$ cat src/rtl/mandelbrot_iter_engine.sv
// Per-pixel Mandelbrot escape-count engine: z <- z^2 + c, one iteration per clock, signed 2.(WIDTH-2) fixed point.
// Optional MANDEL_CYCLE_DETECT_EN: Brent-style periodicity check terminates in-set points early with identical results.
module mandelbrot_iter_engine #(
    parameter int WIDTH     = 8,
    parameter int ITER_BITS = 8
) (
    input  logic                 clk,
    input  logic                 reset,
    input  logic                 in_valid,
    output logic                 in_ready,
    input  logic [WIDTH-1:0]     in_cr,
    input  logic [WIDTH-1:0]     in_ci,
    input  logic [ITER_BITS-1:0] max_iter,
    output logic                 out_valid,
    input  logic                 out_ready,
    output logic [ITER_BITS-1:0] out_iter,
    output logic                 out_in_set
);
    localparam int W2 = 2 * WIDTH + 2;
    localparam int SH = WIDTH - 2;
    localparam logic signed [W2-1:0] ONE_W = W2'(1);
    localparam logic signed [W2-1:0] Z_MAX = (ONE_W <<< (WIDTH - 1)) - ONE_W;
    localparam logic signed [W2-1:0] Z_MIN = -(ONE_W <<< (WIDTH - 1));
    localparam logic signed [W2-1:0] SQ_LIM = ONE_W <<< (2 * WIDTH - 2);
    localparam logic [ITER_BITS:0] CNT_ONE = (ITER_BITS + 1)'(1);

    typedef enum logic [1:0] {IDLE, RUN, DONE} state_t;

    state_t                  state_q, state_d;
    logic signed [WIDTH-1:0] zr_q, zr_d, zi_q, zi_d, cr_q, cr_d, ci_q, ci_d;
    logic [ITER_BITS-1:0]    cnt_q, cnt_d, max_q, max_d, out_iter_q, out_iter_d;
    logic                    out_in_set_q, out_in_set_d;

    logic signed [W2-1:0]    zr_x, zi_x, cr_x, ci_x;
    logic signed [W2-1:0]    zr2, zi2, zrzi, sq, nzr, nzi;
    logic [ITER_BITS:0]      cnt1;
    logic                    esc, ovf, hit_lim, cyc_hit;

`ifdef MANDEL_CYCLE_DETECT_EN
    logic signed [WIDTH-1:0] zr_ref_q, zr_ref_d, zi_ref_q, zi_ref_d;
    logic                    pow2;
`endif

    always_comb begin
        zr_x    = W2'(zr_q);
        zi_x    = W2'(zi_q);
        cr_x    = W2'(cr_q);
        ci_x    = W2'(ci_q);
        zr2     = zr_x * zr_x;
        zi2     = zi_x * zi_x;
        zrzi    = zr_x * zi_x;
        sq      = zr2 + zi2;
        // Exactly 4.0 stays inside; only strictly greater escapes.
        esc     = sq > SQ_LIM;
        nzr     = ((zr2 - zi2) >>> SH) + cr_x;
        nzi     = ((zrzi <<< 1) >>> SH) + ci_x;
        ovf     = (nzr > Z_MAX) || (nzr < Z_MIN) || (nzi > Z_MAX) || (nzi < Z_MIN);
        cnt1    = {1'b0, cnt_q} + CNT_ONE;
        hit_lim = cnt1 == {1'b0, max_q};
    end

`ifdef MANDEL_CYCLE_DETECT_EN
    assign pow2    = (cnt1 & (cnt1 - CNT_ONE)) == '0;
    assign cyc_hit = (nzr[WIDTH-1:0] == zr_ref_q) && (nzi[WIDTH-1:0] == zi_ref_q);
`else
    assign cyc_hit = 1'b0;
`endif

    assign in_ready   = (state_q == IDLE) && !reset;
    assign out_valid  = (state_q == DONE);
    assign out_iter   = out_iter_q;
    assign out_in_set = out_in_set_q;

    always_comb begin
        state_d      = state_q;
        zr_d         = zr_q;
        zi_d         = zi_q;
        cr_d         = cr_q;
        ci_d         = ci_q;
        cnt_d        = cnt_q;
        max_d        = max_q;
        out_iter_d   = out_iter_q;
        out_in_set_d = out_in_set_q;
`ifdef MANDEL_CYCLE_DETECT_EN
        zr_ref_d     = zr_ref_q;
        zi_ref_d     = zi_ref_q;
`endif
        case (state_q)
            IDLE: begin
                if (in_valid && in_ready) begin
                    cr_d       = in_cr;
                    ci_d       = in_ci;
                    max_d      = max_iter;
                    zr_d       = '0;
                    zi_d       = '0;
                    cnt_d      = '0;
                    out_iter_d = '0;
`ifdef MANDEL_CYCLE_DETECT_EN
                    zr_ref_d   = '0;
                    zi_ref_d   = '0;
`endif
                    if (max_iter == '0) begin
                        state_d      = DONE;
                        out_in_set_d = 1'b1;
                    end else begin
                        state_d      = RUN;
                        out_in_set_d = 1'b0;
                    end
                end
            end
            RUN: begin
                if (esc || ovf) begin
                    state_d      = DONE;
                    out_iter_d   = cnt_q;
                    out_in_set_d = 1'b0;
                end else if (hit_lim || cyc_hit) begin
                    // A repeated orbit point can never escape, so report it as the limit.
                    state_d      = DONE;
                    out_iter_d   = max_q;
                    out_in_set_d = 1'b1;
                end else begin
                    zr_d  = nzr[WIDTH-1:0];
                    zi_d  = nzi[WIDTH-1:0];
                    cnt_d = cnt1[ITER_BITS-1:0];
`ifdef MANDEL_CYCLE_DETECT_EN
                    if (pow2) begin
                        zr_ref_d = nzr[WIDTH-1:0];
                        zi_ref_d = nzi[WIDTH-1:0];
                    end
`endif
                end
            end
            DONE: begin
                if (out_ready) begin
                    state_d = IDLE;
                end
            end
            default: state_d = IDLE;
        endcase
    end

    always_ff @(posedge clk) begin
        if (reset) begin
            state_q      <= IDLE;
            zr_q         <= '0;
            zi_q         <= '0;
            cr_q         <= '0;
            ci_q         <= '0;
            cnt_q        <= '0;
            max_q        <= '0;
            out_iter_q   <= '0;
            out_in_set_q <= 1'b0;
`ifdef MANDEL_CYCLE_DETECT_EN
            zr_ref_q     <= '0;
            zi_ref_q     <= '0;
`endif
        end else begin
            state_q      <= state_d;
            zr_q         <= zr_d;
            zi_q         <= zi_d;
            cr_q         <= cr_d;
            ci_q         <= ci_d;
            cnt_q        <= cnt_d;
            max_q        <= max_d;
            out_iter_q   <= out_iter_d;
            out_in_set_q <= out_in_set_d;
`ifdef MANDEL_CYCLE_DETECT_EN
            zr_ref_q     <= zr_ref_d;
            zi_ref_q     <= zi_ref_d;
`endif
        end
    end
endmodule
$ cat config.mk
export PLATFORM = sky130hd
export DESIGN_NAME = mandelbrot_iter_engine
export DESIGN_NICKNAME = d
export VERILOG_FILES = /design/src/rtl/mandelbrot_iter_engine.sv
export SDC_FILE = /design/constraint.sdc
export NUM_CORES = 1
export LEC_CHECK = 0
export CORE_ASPECT_RATIO = 0.6
export CORE_MARGIN = 2
export CORE_UTILIZATION = 48
export DETAILED_ROUTE_END_ITERATION = 10
export MAX_ROUTING_LAYER = met4
export PLACE_DENSITY = 0.62
export SLEW_MARGIN = 20
export SYNTH_ARGS = -nofsm -noshare
export SYNTH_HDL_FRONTEND = slang
export SYNTH_SLANG_ARGS = --single-unit
$ cat constraint.sdc
create_clock -name clk -period 19.6 [get_ports clk]
set_input_delay 3.92 -clock clk [delete_from_list [all_inputs] [get_ports clk]]
set_output_delay 3.92 -clock clk [all_outputs]
set_load 0.005 [all_outputs]
==> metrics.csv, run 1 <==
metric,value,unit
"Seq/Total Area, Yosys",10.1,%
synth unique cells,77,
RSZ-0062 raised after global routing,no,
Final WS setup,10.29,ns
"count leader, synth",inv_1,
final setup fails,0,
Yosys reg bits,59,
ratio of cells with drive above 1 in the final layout,3.44,%
Mean Syn Cell Area,8.21,um2
die area,25600,um2
Setup CP Type,in2out,
initial core utilization,48.5,%
Peak Freq,107,MHz
top post-synthesis cells by area,"fa_1 (24%), ha_1 (15%), dfxtp_1 (10%), inv_1 (8.1%), xnor2_1 (5.9%)",
Slew Limit Fails,0,
Die Wd,205,um
Synth Cell Area,11700,um2
CP Launch Type,primary input,
slew margin rel.,34.2,%
clock latency on the worst-skew pair,0.33,ns
Peak VDD IR,0.0433,mV
vias in the first global route,9048,
CP arrival,5.39,ns
Tmin final,9.31,ns
hpwl dp,23.1,mm
hold path cells,2,
WL final,28.3,mm
FF-to-FF End,zi_q[0],
FP Rows,44,
CP Max Fanout,12,
most frequent cells after synthesis,"inv_1 (252), nand2_1 (156), fa_1 (140)",
Tot Pwr,0.000423,W
Hold Crit Start,cr_q[2],
routed length per instance,16.2,um
via count,9445,
Worst Hold Class,reg2reg,
Leak,5.94,nW
Gate Count Post-Synth,1422,
total I/O pin count,39,
first drt pass iteration count,7,
status,finished clean,
cts bufs inserted,9,
H-tree level count,3,
Inst Count DP,1730,
routability congestion estimate,0.953,
Synthesis Warnings,0,
via/cell ratio,5.41,
Place WS,10.31,ns
R2R Setup Slk,10.37,ns
Nets,1724,
async set-reset flop share out of synthesis,0,%
worst slew pin tran,0.978,ns
initial antenna violation count,0,
initial drt markers,588,
max-cap violations,0,
clock sink count,59,
die height,125,um
global route overflow,0,
Critical Path Sink Type,output pin,
Pwr Density,33.6,nW/um2
Core ar.,24100,um2
buffer count from post-CTS setup fixing,0,
# port buffers,38,
fin crit share,47.5,%
R2R depth,30,
GRT Overall Usage,24.1,%
CTS root buf,clkbuf_16,
Finished Layout Cells,1746,
Fin. Hold Viols,0,
Worst Hold Path EP,cr_q[2],
critical path launch point,reset,
Clock Pin Slew Worst Setup and Hold Paths,0.05,ns
post-route DRC violation count,0,
Post-Syn Nets,1727,
r2r startpoint,zi_q[7],
top cell type's share of synthesized area,24.0,%
largest net degree at the start of global routing,46,
final setup TNS,0,ns
Post-CTS Hold Buffers,0,
Area growth syn-to-layout,7.80,%
clk_skew,0.00682,ns
"EDFF count, synth",0,
"area leader, netlist",fa_1,
CP required,15.68,ns
Main synth FF type,dfxtp_1,
CTS tree,done,
Hold Slack,0.461,ns
CTS resizes,0,
# fillers,2260,
first-pass GRT wire length,47.6,mm
clk buf depth,2,
Final ANT Viol Nets,0,
[registers in the layout, indices dropped and copies added (netlist names)]
name / count
cnt_q: 8
cr_q: 8
zi_q: 8
state_q: 2
out_iter: 8
zr_q: 8
max_q: 8
ci_q: 8
out_in_set: 1
[power breakdown]
part,leakage (nW),total [W],switching (W),internal (W)
clock,0.134,0.000152,0.0000554,0.0000971
combinational,5.33,0.000136,0.0000855,0.0000505
sequential,0.480,0.000135,0.00000836,0.000126
[layer usage]
layer / vias to the layer above / share of wire, % / global-route usage, %
met5: - / 0 / -
met4: 0 / 0.84 / 3.22
met3: 20 / 6.0 / 4.53
met2: 203 / 38 / 31.2
met1: 4565 / 55 / 38.7
li1: 4657 / - / -
[worst max-delay path, stage by stage]
cell	delay, ns
clkdlybuf4s50_1	0.69
nor3_1	0.24
clkdlybuf4s50_1	0.53
[worst max-delay path by stage]
stage | to | slack, ns | cells past startpoint
3_5_place_dp | in_ready | 10.31 | 3
5_1_grt | zr_q[1] | 9.59 | 30
6_report | in_ready | 10.29 | 3
2_1_floorplan | in_ready | 11.36 | 2
4_1_cts | in_ready | 10.31 | 3
3_3_place_gp | in_ready | 10.34 | 3
[cell type report]
type                            count  area, um2  share of cell area [%]
Tap cell                          322        403                    3.20
Clock inverter                      5       55.1                   0.437
Timing Repair Buffer               48        455                    3.62
Multi-Input combinational cell   1049       9320                    74.0
Clock buffer                       10        229                    1.82
Antenna cell                        1       2.50                  0.0199
Sequential cell                    59       1180                    9.38
Inverter                          252        946                    7.51
[placed cells by master, fill, tap and decap left out, types with 11 or more instances in the layout]
master and n:
nand3_1 14, o21ai_0 41, a21oi_1 56, nor2_1 67
o211ai_1 14, clkdlybuf4s50_1 38, fa_1 140, o21bai_1 19
and2_1 55, dfxtp_1 59, nand4_1 16, o31ai_1 12
xor2_1 24, nand2_1 156, ha_1 137, xnor2_1 78
inv_1 252, a31oi_1 12, nand2b_1 20, a21o_1 11
nor3_1 18, nor2b_1 14
[through the flow]
step,area [um2],util (%)
after floorplan,11700,-
after global placement,12300,51.1
after detailed placement,12300,51.1
after CTS,12600,52.3
after global routing,12600,52.3
final,12600,52.3
[kinds of logic (layout without fill, tap and decap cells)]
kind of cell	count (synthesis)	in the layout	synth area share, %
AO/OA/AOI/OAI	256	256	15.5
XOR/XNOR	103	103	7.84
adder cells (fa/ha/maj)	277	277	38.7
buffers and inverters	314	315	10.2
flip-flops	59	59	10.1
multiplexers	8	8	0.729
other	0	1	0
AND/OR/NAND/NOR	405	405	17.0
Note: power is estimated with default switching activity, not from simulation.
==> run 2: changes to the inputs <==
Settings changed: PLACE_DENSITY 0.62 to 0.64.
Clock period 19.6 ns to 8.4 ns, I/O delays scaled along.
==> run 2 against run 1 <==
Hold slack improved by 0.010 ns. Clock-buffer cell count fell by 1. Sequential share of layout area fell by 0.22 points. Critical path type is now reg2reg. Critical endpoint is now out_iter[7].
==> metrics.csv, run 2 (synthesized netlist as in run 1, its figures left out) <==
metric,value,unit
status,finished clean,
first drt pass iteration count,5,
Sw Ratio,37.0,%
clock sink count,59,
WL met2,11.2,mm
"commonest non-fill, non-tap cells in the layout","inv_1 (252), nand2_1 (156), fa_1 (140), ha_1 (136), xnor2_1 (77)",
cts bufs inserted,9,
R2R depth,33,
fin crit share,94.2,%
area of placed instances,12600,um2
final setup fails,0,
FP Rows,44,
Critical-path top delay cell,dfxtp_1,
routability congestion estimate,0.908,
routed length per instance,16.0,um
CP Launch Type,flip-flop,
via/cell ratio,5.35,
hold path cells,2,
hpwl dp,23.9,mm
combinational share of power,36.0,%
Fin. Hold Viols,0,
initial core utilization,48.5,%
Area growth syn-to-layout,10.9,%
final setup TNS,0,ns
H-tree level count,3,
Internal,0.000642,W
crit-path leading delay family,adder cells,
Slew Limit Fails,0,
r2r startpoint,zi_q[0],
die area,25600,um2
CTS tree,done,
global route overflow,0,
Die Wd,205,um
Critical Path Sink Type,flip-flop,
FF-to-FF End,out_iter[7],
CTS root buf,clkbuf_16,
Buf/Inv on CP,7,
WL final,28.5,mm
# diodes,0,
via count,9552,
slew margin rel.,41.9,%
largest stage delay on the critical path,0.55,ns
Highest Signal Layer,met4,
Tmin final,7.92,ns
"commonest non-fill, non-tap cell in the layout",inv_1,
post-route DRC violation count,0,
Final ANT Viol Nets,0,
Peak VDD IR,0.113,mV
Clock Pin Slew Worst Setup and Hold Paths,0.06,ns
Leak,6.14,nW
Hold Crit Start,ci_q[4],
max-cap violations,0,
vias in the first global route,9414,
Worst Hold Path EP,ci_q[4],
clock latency on the worst-skew pair,0.34,ns
initial drt markers,704,
ratio of cells with drive above 1 in the final layout,6.90,%
switching power,0.000377,W
initial antenna violation count,0,
M1 WL,15.1,mm
Seq pwr share,30.7,%
clk_skew,0.0103,ns
Peak Freq,126,MHz
worst slew pin tran,0.871,ns
"most used cell, CP",inv_1,
Setup CP Type,reg2reg,
Hold Slack,0.471,ns
CP required,8.62,ns
# port buffers,38,
Tot Pwr,0.00102,W
WL met3,1.97,mm
design area,13000,um2
Worst Hold Class,reg2reg,
CP arrival,8.14,ns
largest net degree at the start of global routing,33,
clk buf depth,2,
die height,125,um
CP Max Fanout,11,
Pwr Density,78.6,nW/um2
GRT Overall Usage,24.1,%
R2R Setup Slk,0.48,ns
Core ar.,24100,um2
clock power share,33.3,%
total I/O pin count,39,
Nets,1763,
first-pass GRT wire length,48.2,mm
==> run 2: cell count changes in the layout (fill, tap and decap cells not counted), sizes merged <==
cell	previous run	this run
diode	1	0
clkinv	2	3
clkbuf	10	9
clkinvlp	2	4
buf	10	49
bufinv	1	0
==> run 2: power by group through the flow <==
stage	combinational, W	sequential (W)	clock (W)
finish	0.000367	0.000313	0.000339
global route	0.000399	0.000315	0.000354
global placement	0.000334	0.000318	0
detailed placement	0.000340	0.000318	0
CTS	0.000342	0.000312	0.000343
floorplan	0.000225	0.000311	0
==> run 2: layer usage <==
| layer | global-route usage (%) | vias to the layer above |
|---|---|---|
| met2 | 32.8 | 227 |
| met4 | 2.67 | 0 |
| met5 | - | - |
| met1 | 37.9 | 4578 |
| met3 | 3.85 | 19 |
| li1 | - | 4728 |
==> run 2: how the worst max path moves through the flow <==
| stage | start | endpoint | slack [ns] | cells past startpoint |
|---|---|---|---|---|
| finish | zi_q[0] | out_iter[7] | 0.48 | 33 |
| global route | zr_q[6] | cnt_q[3] | -0.05 | 32 |
| CTS | zi_q[6] | out_iter[7] | 0.03 | 28 |
| detailed placement | zi_q[6] | out_iter[7] | 0.02 | 28 |
| global placement | zi_q[5] | out_iter[1] | 0.22 | 28 |
| floorplan | zi_q[7] | zr_q[7] | 0.59 | 30 |
==> run 2: timing repair <==
item / in CTS / in global routing
endpoints found under the hold margin: 0 / 0
pin swaps: 0 / 1
hold buffers: 0 / 0
gates resized for setup: 1 / 17
setup buffers: 0 / 1
endpoints found under the setup margin: 6 / 35
==> run 2: worst min-delay path: stages, from the launching register on <==
cell     delay, ns
dfxtp_1       0.32
nand2_1       0.05
o21ai_0       0.06
==> run 2: cell type report <==
class | count | area [um2]
inverters | 252 | 946
well taps | 322 | 403
clock buffers | 9 | 225
multi-input cells | 1049 | 9370
clock inverters | 7 | 45.0
flip-flops and latches | 59 | 1190
fillers | 2238 | 11100
repair buffers | 87 | 773
==> run 2: through the flow <==
stage,setup slack (ns),util [%],instances
after floorplan,0.593,-,1422
after global routing,-0.0454,53.8,1785
after detailed placement,0.0207,52.4,1768
final,0.483,53.8,1785
after CTS,0.0281,53.5,1784
after global placement,0.220,52.4,1768
